$ cat config.mk
export PLATFORM = sky130hd
export DESIGN_NAME = mux_source_arbiter
export DESIGN_NICKNAME = d
export VERILOG_FILES = /design/src/rtl/mux_source_arbiter.sv
export SDC_FILE = /design/constraint.sdc
export NUM_CORES = 1
export LEC_CHECK = 0
export CAP_MARGIN = 40
export CORE_ASPECT_RATIO = 1.4
export CORE_UTILIZATION = 40
export DETAILED_ROUTE_END_ITERATION = 16
export GPL_TIMING_DRIVEN = 0
export PLACE_DENSITY = 0.71
export RECOVER_POWER = 100
export SLEW_MARGIN = 20
export SYNTH_ARGS = -nofsm -noshare
export SYNTH_HDL_FRONTEND = slang
export SYNTH_SLANG_ARGS = --single-unit
$ cat constraint.sdc
create_clock -name Clock -period 7.4 [get_ports Clock]
set_input_delay 2.22 -clock Clock [delete_from_list [all_inputs] [get_ports Clock]]
set_output_delay 2.22 -clock Clock [all_outputs]
set_load 0.02 [all_outputs]
$ cat src/rtl/mux_source_arbiter.sv
// mux_source_arbiter: round-robin owner of the shared source-mux Selection input.
// Three datapath requesters (Selection 0..2) share the mux with a one-cycle
// hardwired-constant injection (Selection 3..5). All outputs are registered;
// Selection 4'hF is the idle code and only ever appears with Valid low.
module mux_source_arbiter #(
  parameter int MAX_HOLD = 8,  // max tenure while someone else waits, >= 1
  parameter int CNT_W    = 4   // 2**CNT_W must exceed MAX_HOLD
) (
  input  logic       Clock,
  input  logic       Reset,
  input  logic [2:0] Request,
  input  logic       ConstReq,
  input  logic [1:0] ConstSel,
  output logic [2:0] Grant,
  output logic       ConstAck,
  output logic [3:0] Selection,
  output logic       Valid
);

  typedef enum logic [1:0] {
    IDLE  = 2'd0,
    GRANT = 2'd1,
    CONST = 2'd2
  } state_t;

  localparam logic [CNT_W-1:0] MAX_CNT  = CNT_W'(MAX_HOLD);
  localparam logic [CNT_W-1:0] CNT_ZERO = {CNT_W{1'b0}};
  localparam logic [CNT_W-1:0] CNT_ONE  = {{(CNT_W-1){1'b0}}, 1'b1};
  localparam logic [3:0]       SEL_IDLE = 4'hF;

  // (base + step) mod 3 for base in 0..2 and step in 0..3
  function automatic logic [1:0] wrap3(input logic [1:0] base, input logic [1:0] step);
    logic [2:0] sum;
    sum = {1'b0, base} + {1'b0, step};
    if (sum >= 3'd3) begin
      wrap3 = 2'(sum - 3'd3);
    end else begin
      wrap3 = sum[1:0];
    end
  endfunction

  // First set request searching from ptr+1 mod 3; result is {found, index}
  function automatic logic [2:0] rr_pick(input logic [2:0] req, input logic [1:0] ptr);
    logic [1:0] idx;
    rr_pick = 3'b000;
    // walk farthest-to-nearest so the nearest candidate after ptr wins
    for (int k = 3; k >= 1; k--) begin
      idx = wrap3(ptr, 2'(k));
      if (req[idx]) begin
        rr_pick = {1'b1, idx};
      end
    end
  endfunction

  function automatic logic [2:0] onehot(input logic [1:0] g);
    case (g)
      2'd0:    onehot = 3'b001;
      2'd1:    onehot = 3'b010;
      2'd2:    onehot = 3'b100;
      default: onehot = 3'b000;
    endcase
  endfunction

  // ConstSel 3 aliases constant 5 so Selection never reaches 6..14
  function automatic logic [3:0] const_code(input logic [1:0] sel);
    case (sel)
      2'd0:    const_code = 4'd3;
      2'd1:    const_code = 4'd4;
      default: const_code = 4'd5;
    endcase
  endfunction

  state_t           state_r, state_s;
  logic [1:0]       gidx_r, gidx_s;
  logic [1:0]       ptr_r, ptr_s;
  logic [CNT_W-1:0] cnt_r, cnt_s;
  logic [2:0]       req_r;
  logic [2:0]       pick_s, next_pick_s;
  logic [CNT_W-1:0] cnt_inc_s;
  logic             contend_s, hold_s;
  logic [2:0]       grant_s;
  logic             ack_s, valid_s;
  logic [3:0]       sel_s;

  // Next-state logic: arbitration points are IDLE, tenure end and the CONST cycle
  always_comb begin
    state_s     = state_r;
    gidx_s      = gidx_r;
    ptr_s       = ptr_r;
    cnt_s       = cnt_r;
    pick_s      = rr_pick(Request, ptr_r);
    next_pick_s = rr_pick(Request, gidx_r);
    cnt_inc_s   = (cnt_r == MAX_CNT) ? cnt_r : (cnt_r + CNT_ONE);
    contend_s   = |(Request & ~onehot(gidx_r));
    // holding is judged on last cycle's request, giving the owner one
    // trailing granted cycle after it lowers Request
    hold_s      = req_r[gidx_r] && ((cnt_inc_s != MAX_CNT) || !contend_s);
    case (state_r)
      IDLE: begin
        if (ConstReq) begin
          state_s = CONST;
        end else if (pick_s[2]) begin
          state_s = GRANT;
          gidx_s  = pick_s[1:0];
          cnt_s   = CNT_ZERO;
        end else begin
          state_s = IDLE;
        end
      end
      GRANT: begin
        if (hold_s) begin
          state_s = GRANT;
          // uncontended owner keeps the mux; the tenure counter wraps
          cnt_s   = (cnt_inc_s == MAX_CNT) ? CNT_ZERO : cnt_inc_s;
        end else begin
          ptr_s = gidx_r;
          if (ConstReq) begin
            state_s = CONST;
          end else if (next_pick_s[2]) begin
            state_s = GRANT;
            gidx_s  = next_pick_s[1:0];
            cnt_s   = CNT_ZERO;
          end else begin
            state_s = IDLE;
          end
        end
      end
      CONST: begin
        // ConstReq is ignored here so a held constant request cannot starve requesters
        if (pick_s[2]) begin
          state_s = GRANT;
          gidx_s  = pick_s[1:0];
          cnt_s   = CNT_ZERO;
        end else begin
          state_s = IDLE;
        end
      end
      default: begin
        state_s = IDLE;
      end
    endcase
  end

  // Output decode from the next state so every output leaves a flop
  always_comb begin
    grant_s = 3'b000;
    ack_s   = 1'b0;
    sel_s   = SEL_IDLE;
    valid_s = 1'b0;
    case (state_s)
      GRANT: begin
        grant_s = onehot(gidx_s);
        sel_s   = {2'b00, gidx_s};
        valid_s = 1'b1;
      end
      CONST: begin
        ack_s   = 1'b1;
        sel_s   = const_code(ConstSel);
        valid_s = 1'b1;
      end
      default: begin
        grant_s = 3'b000;
        ack_s   = 1'b0;
        sel_s   = SEL_IDLE;
        valid_s = 1'b0;
      end
    endcase
  end

  // State, arbitration bookkeeping and registered outputs
  always_ff @(posedge Clock or negedge Reset) begin
    if (!Reset) begin
      state_r   <= IDLE;
      gidx_r    <= 2'd0;
      ptr_r     <= 2'd2;
      cnt_r     <= CNT_ZERO;
      req_r     <= 3'b000;
      Grant     <= 3'b000;
      ConstAck  <= 1'b0;
      Selection <= SEL_IDLE;
      Valid     <= 1'b0;
    end else begin
      state_r   <= state_s;
      gidx_r    <= gidx_s;
      ptr_r     <= ptr_s;
      cnt_r     <= cnt_s;
      req_r     <= Request;
      Grant     <= grant_s;
      ConstAck  <= ack_s;
      Selection <= sel_s;
      Valid     <= valid_s;
    end
  end

endmodule

======== After elaboration in Yosys (flattened, before gate mapping) ========
Cells that the tools add are included.
W data, S select, Z words.
cells by class
  bitwise logic cells ..................... 3
  order comparisons ....................... 13
  reductions and logical operators ........ 12
  eq/ne operators ......................... 15
  $add $sub $neg .......................... 13
  mux-type cells .......................... 53
operators by type and width
  cell                   count
  $mux W2                14
  $mux W4                7
  $lt A2 B3 Y1 const B   7
  $mux W3                7
  $ge A3 B2 Y1 const B   6
  $pmux W3 S3            2
  $bmux W1 S2            7
  $add A2 B2 Y3 const B  4
  $pmux W2 S3            2
  $pmux W4 S3            1
  $sub A2 B2 Y2 const B  6
  $mux W1                11
  $eq A2 B1 Y1 const B   5
  $eq A2 B2 Y1 const B   4
  $eq A4 B4 Y1 const B   2
  $logic_not A2 Y1       4
  $pmux W4 S2            1
  $add A2 B1 Y3 const B  2
  $ne A3 B3 Y1 const B   2
  $pmux W3 S2            1
  $add A4 B1 Y4 const B  1
  $ne A4 B4 Y1 const B   1
  $reduce_and A4 Y1      1
  $and A3 B3 Y3          1
  10 further kinds       10
storage, ports and cells
  flip-flop bits (word level) ............. 22
  output and inout port bits .............. 9

======== Longest topological paths before layout ========
Gate-level depths: netlist (run 1).
  depth in word-level cells ............... 15
  depth in mapped cells ................... 12

======== Worst setup path after synthesis (run 1) ========
No wires, ideal clock.
  path type ............................... input port to flip-flop
  start point ............................. input port Request[1]
  end point ............................... register Selection[0]
  buffers on the path ..................... 1
  slack ................................... 3268 ps
  cell stages on the path ................. 9
  data required time ...................... 7317 ps
  library setup time ...................... 83 ps
  arrival ................................. 4049 ps
  cells stage by stage .................... buf_6 -> nor2b_1 -> a2111oi_0 -> a311oi_1 -> o21a_1 -> a21oi_1 -> inv_1 -> ha_1 -> a221o_1
on the way
  word-level cells in the longest chain between the ends .. 11
  elaborated cells between the ends (all ways) .. 38
  those cells by class .................... eq/ne: 2; mux: 31; bitwise: 1; reduce/logical: 4
ends and longest elaborated chain
  item                                                 line  RTL
  from (decl)                                          11    input logic [2:0] Request,
  $bmux W1 S2                                          49    if (req[idx]) begin
  $mux W1 (not written as such)                        49
  $mux W3 (3 in a row)                                 49
  $mux W1                                              119   end else if (next_pick_s[2]) begin
  $mux W2                                              117   if (ConstReq) begin
  $mux W2                                              111   if (hold_s) begin
  $pmux W2 S3 *                                        98    case (state_r)
  net state_s[0]                                       73    state_t state_r, state_s;
  $eq A2 B2 Y1 / $eq A2 B1 Y1 (equally long branches)  150   case (state_s)
  $pmux W4 S2 *                                        150
  net sel_s[0]                                         83    logic [3:0] sel_s;
  to (signal assigned)                                 190   Selection <= sel_s;
  to (decl)                                            16    output logic [3:0] Selection,
The timed path passes the listed nets; every way through them passes the cells marked *. The select of a mux whose other input is x is not followed.
A chain may end at the register's enable or synchronous reset.

======== Worst setup path in the final report (run 1) ========
  start point ............................. input port Request[1]
  end point ............................... register Grant[2]
on the way
  word-level cells in the longest chain between the ends .. 12
  elaborated cells between the ends (all ways) .. 41
  those cells by class .................... eq/ne: 3; mux: 32; bitwise: 1; reduce/logical: 5
ends and longest elaborated chain
  item                                        line  RTL
  $bmux W1 S2                                 49
  $mux W1 (not written as such)               49
  $mux W3 (3 in a row)                        49
  $mux W2                                     119
  $mux W2                                     117
  $mux W2                                     111
  $pmux W2 S3 *                               98
  net gidx_s[0]                               74    logic [1:0] gidx_r, gidx_s;
  $eq A2 B2 Y1, or another cell as far along  56    case (g)
  $pmux W3 S3 *                               56
  $mux W3 *                                   150
  net grant_s[2]                              81    logic [2:0] grant_s;
  to (signal assigned)                        188   Grant <= grant_s;
  to (decl)                                   14    output logic [2:0] Grant,
Marks and branches as above.

==> results of run 1 <==
==> sequential cells by signal, indices dropped and copies added, names as in the netlist <==
signal	flops
ptr_r	2
Valid	1
state_r	2
Selection	4
cnt_r	4
gidx_r	2
req_r	3
ConstAck	1
Grant	3
==> final cells by class <==
class / count / area, sq um
fillers: 351 / 1860
multi-input cells: 118 / 861
flip-flops and latches: 22 / 557
repair buffers: 17 / 164
inverters: 15 / 56.3
well taps: 42 / 52.6
clock buffers: 3 / 41.3
clock inverters: 1 / 30.0
plain buffers: 4 / 21.3
==> cells in the final DEF (no fill, tap or decap), types with 2 or more instances in the layout <==
cell	count
clkbuf_8	3
nand2b_1	9
dfrtp_1	17
and3b_1	2
a21oi_1	9
and2_1	2
nand2_1	8
clkbuf_1	2
a31oi_1	3
dfstp_2	5
o21ai_0	10
nor2b_1	4
and2b_1	2
clkdlybuf4s50_1	3
o21a_1	2
ha_1	13
o2111ai_1	2
a22o_1	2
or3_1	2
or3_4	2
nand3_1	4
o211ai_1	3
buf_2	2
dlygate4sd3_1	13
inv_1	14
a221o_1	2
nor3b_1	2
nor2_1	9
nor3_1	2
==> routing by layer <==
metal / track usage, % / vias to the layer above
li1: - / 612
met1: 19.6 / 608
met2: 34.0 / 35
met3: 3.23 / 6
met4: 8.83 / 0
met5: 0 / -
==> worst max-delay path, stage by stage <==
cell and delay (ps):
dlygate4sd3_1 540, clkbuf_1 370, nor2b_1 230, a2111oi_0 90, a311oi_1 460, nand4_1 180, or3_4 350, a31oi_1 420
and3b_1 240
==> logic make-up (layout without fill, tap and decap cells) <==
group | Yosys count | count (layout)
mux | 2 | 2
compound gates | 49 | 49
buf+inv | 19 | 40
simple gates | 53 | 53
flops | 22 | 22
fa+ha+maj | 13 | 13
xor+xnor | 1 | 1
==> metrics by stage <==
stage	hold WS, ps	total power [mW]	util, %	cell area [sq um]
5_1_grt	537	0.850	48.9	1780
2_1_floorplan	468	0.556	-	1520
6_report	498	0.785	48.9	1780
3_5_place_dp	491	0.701	48.0	1750
4_1_cts	502	0.813	50.0	1820
3_3_place_gp	485	0.677	47.6	1730
==> where the power goes <==
group / switching [mW] / internal [mW]
clock network: 0.0373 / 0.0722
logic: 0.269 / 0.193
registers: 0.0367 / 0.176
total: 0.343 / 0.441
==> worst max-delay path by stage <==
stage / to / from / cells past startpoint / slack, ps
finish: Grant[2]$_DFF_PN0_ / Request[1] / 9 / 2450
global route: Selection[0]$_DFF_PN1_ / Request[1] / 10 / 2180
CTS: Selection[1]$_DFF_PN1_ / Request[2] / 10 / 2680
detailed placement: Selection[0]$_DFF_PN1_ / Request[2] / 9 / 2420
global placement: Selection[0]$_DFF_PN1_ / Request[2] / 9 / 2490
floorplan: Selection[0]$_DFF_PN1_ / Request[1] / 9 / 3270
==> metrics.csv, run 1 <==
metric,value,unit
reg2reg start,gidx_r[0]$_DFF_PN0_,
mapped cell area,0.00152,sq mm
simple-gate share of the synthesized area,20.1,%
vias in the first global route,1321,
Critical Path Source Type,input port,
top area cells in the synthesized netlist,"dfrtp_1 (28%), ha_1 (11%), dfstp_2 (8.6%)",
metal2 WL,1710,um
CP max FO,10,
"Arr. time, crit path",5100,ps
Mapped Cells,159,
Worst-Skew Late Latency,260,ps
post-synthesis xor/xnor area fraction,0.576,%
Placed Cells,218,
share of cells above drive strength 1,12.2,%
Worst EP required,7550,ps
first-pass GRT wire length,5500,um
Max Freq,0.202,GHz
root buf cell,clkbuf_8,
Die Width,54.1,um
post-DR vias/cell,5.68,
Final Hold Viols,0,
DRC viols,0,
slack of the worst reg-to-reg path,4340,ps
H-tree depth,1,
Post-synth EDFFs,0,
"Setup violations, final",0,
Post-CTS Setup Bufs,0,
"Top FF cell, synth",dfrtp_1,
Commonest cells post-synth,"dfrtp_1 (17), inv_1 (14), ha_1 (13)",
Worst Hold Launch,ptr_r[1]$_DFFE_PN1P_,
post-route ant nets,0,
max_slew headroom,40.1,%
CTS buffer count,3,
final worst slack,2450,ps
share of the synthesized area in the top cell type,28.0,%
critical path class,input port to flop,
worst vdd ir,301,uV
input/output buffers,16,
DR WL/cell,14.6,um
met3 routed wirelength,124,um
Power Density,440,mW/mm^2
initial core utilization,41.8,%
# IOs,17,
clk sinks,22,
asr flop ratio synth,100,%
gpl congestion,0.933,
worst slew pin tran,898,ps
Place WS,2420,ps
largest net degree at the start of global routing,19,
Top Metal Used,met4,
# resized after CTS,0,
Final #Nets,202,
post-route minimum period,4950,ps
Die Height,75.0,um
Synth Net Count,180,
grt ovf,0,
largest family of logic cells by synthesized area,compound AO/OA/AOI/OAI gates,
"CTS clk-pin slew, worst paths",80,ps
status,"finished, final reports clean",
YS warnings,0,
post-synthesis compound-gate area fraction,25.0,%
MaxCap Viol Count,0,
Post-Synth Adder-Cell Area,10.7,%
Worst R2R End,Grant[2]$_DFF_PN0_,
Setup crit end kind,flop,
Vias,1261,
post-synthesis sequential area ratio,36.6,%
Final Max Tran Viols,0,
core area,0.00364,sq mm
die area,0.00406,sq mm
clock buffer depth,2,
hpwl dp,2540,um
Hold Crit Depth,2,
drt total wl,3240,um
Pleak,0.805,nW
P&R area growth vs syn,17.2,%
Worst Skew,2.23,ps
unique cell type count in the Yosys netlist,53,
Rows,26,
RSZ-0062 raised after global routing,false,
setup TNS,0,ps
"area leader, netlist",dfrtp_1,
mux cell area share after synthesis,1.40,%
Worst Reg-to-Reg Cells,10,
DRT met1 WL,1340,um
CTS tree,done,
initial antenna violation count,0,
"Hold-fix buffers, CTS",0,
First-pass DRT Iterations,4,
register bit total from synthesis,22,
post-route clock period utilization,66.9,%
most frequent cell after synthesis,dfrtp_1,
HP Class,flop to flop,
worst hold endpoint,ptr_r[1]$_DFFE_PN1P_,
final cell count without fillers,222,
syn_area_per_cell,9.57,sq um
drt initial violations,38,
Global Route Usage Sum,18.5,%
Ant. Diodes,0,
No activity file was read; power rests on OpenSTA's default activity.
==> run 2, diff against run 1 <==
==> constraint.sdc (replaced) <==
create_clock -name Clock -period 4.9 [get_ports Clock]
set_input_delay 1.47 -clock Clock [delete_from_list [all_inputs] [get_ports Clock]]
set_output_delay 1.47 -clock Clock [all_outputs]
set_load 0.02 [all_outputs]
==> results of run 2 <==
Same layout as run 1 (identical final DEF). Status: finished, final reports clean.
Among the figures that moved: setup slack after placement 2420 ps -> 675 ps; setup slack after layout 2450 ps -> 700 ps; register-to-register setup slack 4340 ps -> 1840 ps; total power 0.785 mW -> 1.18 mW; worst IR drop on VDD 301 uV -> 455 uV
==> run 3, diff against run 2 <==
--- a/config.mk
+++ b/config.mk
@@ -8,6 +8,7 @@
 export CAP_MARGIN = 40
 export CORE_ASPECT_RATIO = 1.4
 export CORE_UTILIZATION = 40
+export CTS_CLUSTER_DIAMETER = 50
 export DETAILED_ROUTE_END_ITERATION = 16
 export GPL_TIMING_DRIVEN = 0
 export PLACE_DENSITY = 0.71
==> results of run 3 <==
Same layout as run 1 (identical final DEF). Status: finished, final reports clean.
Among the figures that moved: setup slack after placement 2420 ps -> 675 ps; setup slack after layout 2450 ps -> 700 ps; register-to-register setup slack 4340 ps -> 1840 ps; total power 0.785 mW -> 1.18 mW; worst IR drop on VDD 301 uV -> 455 uV
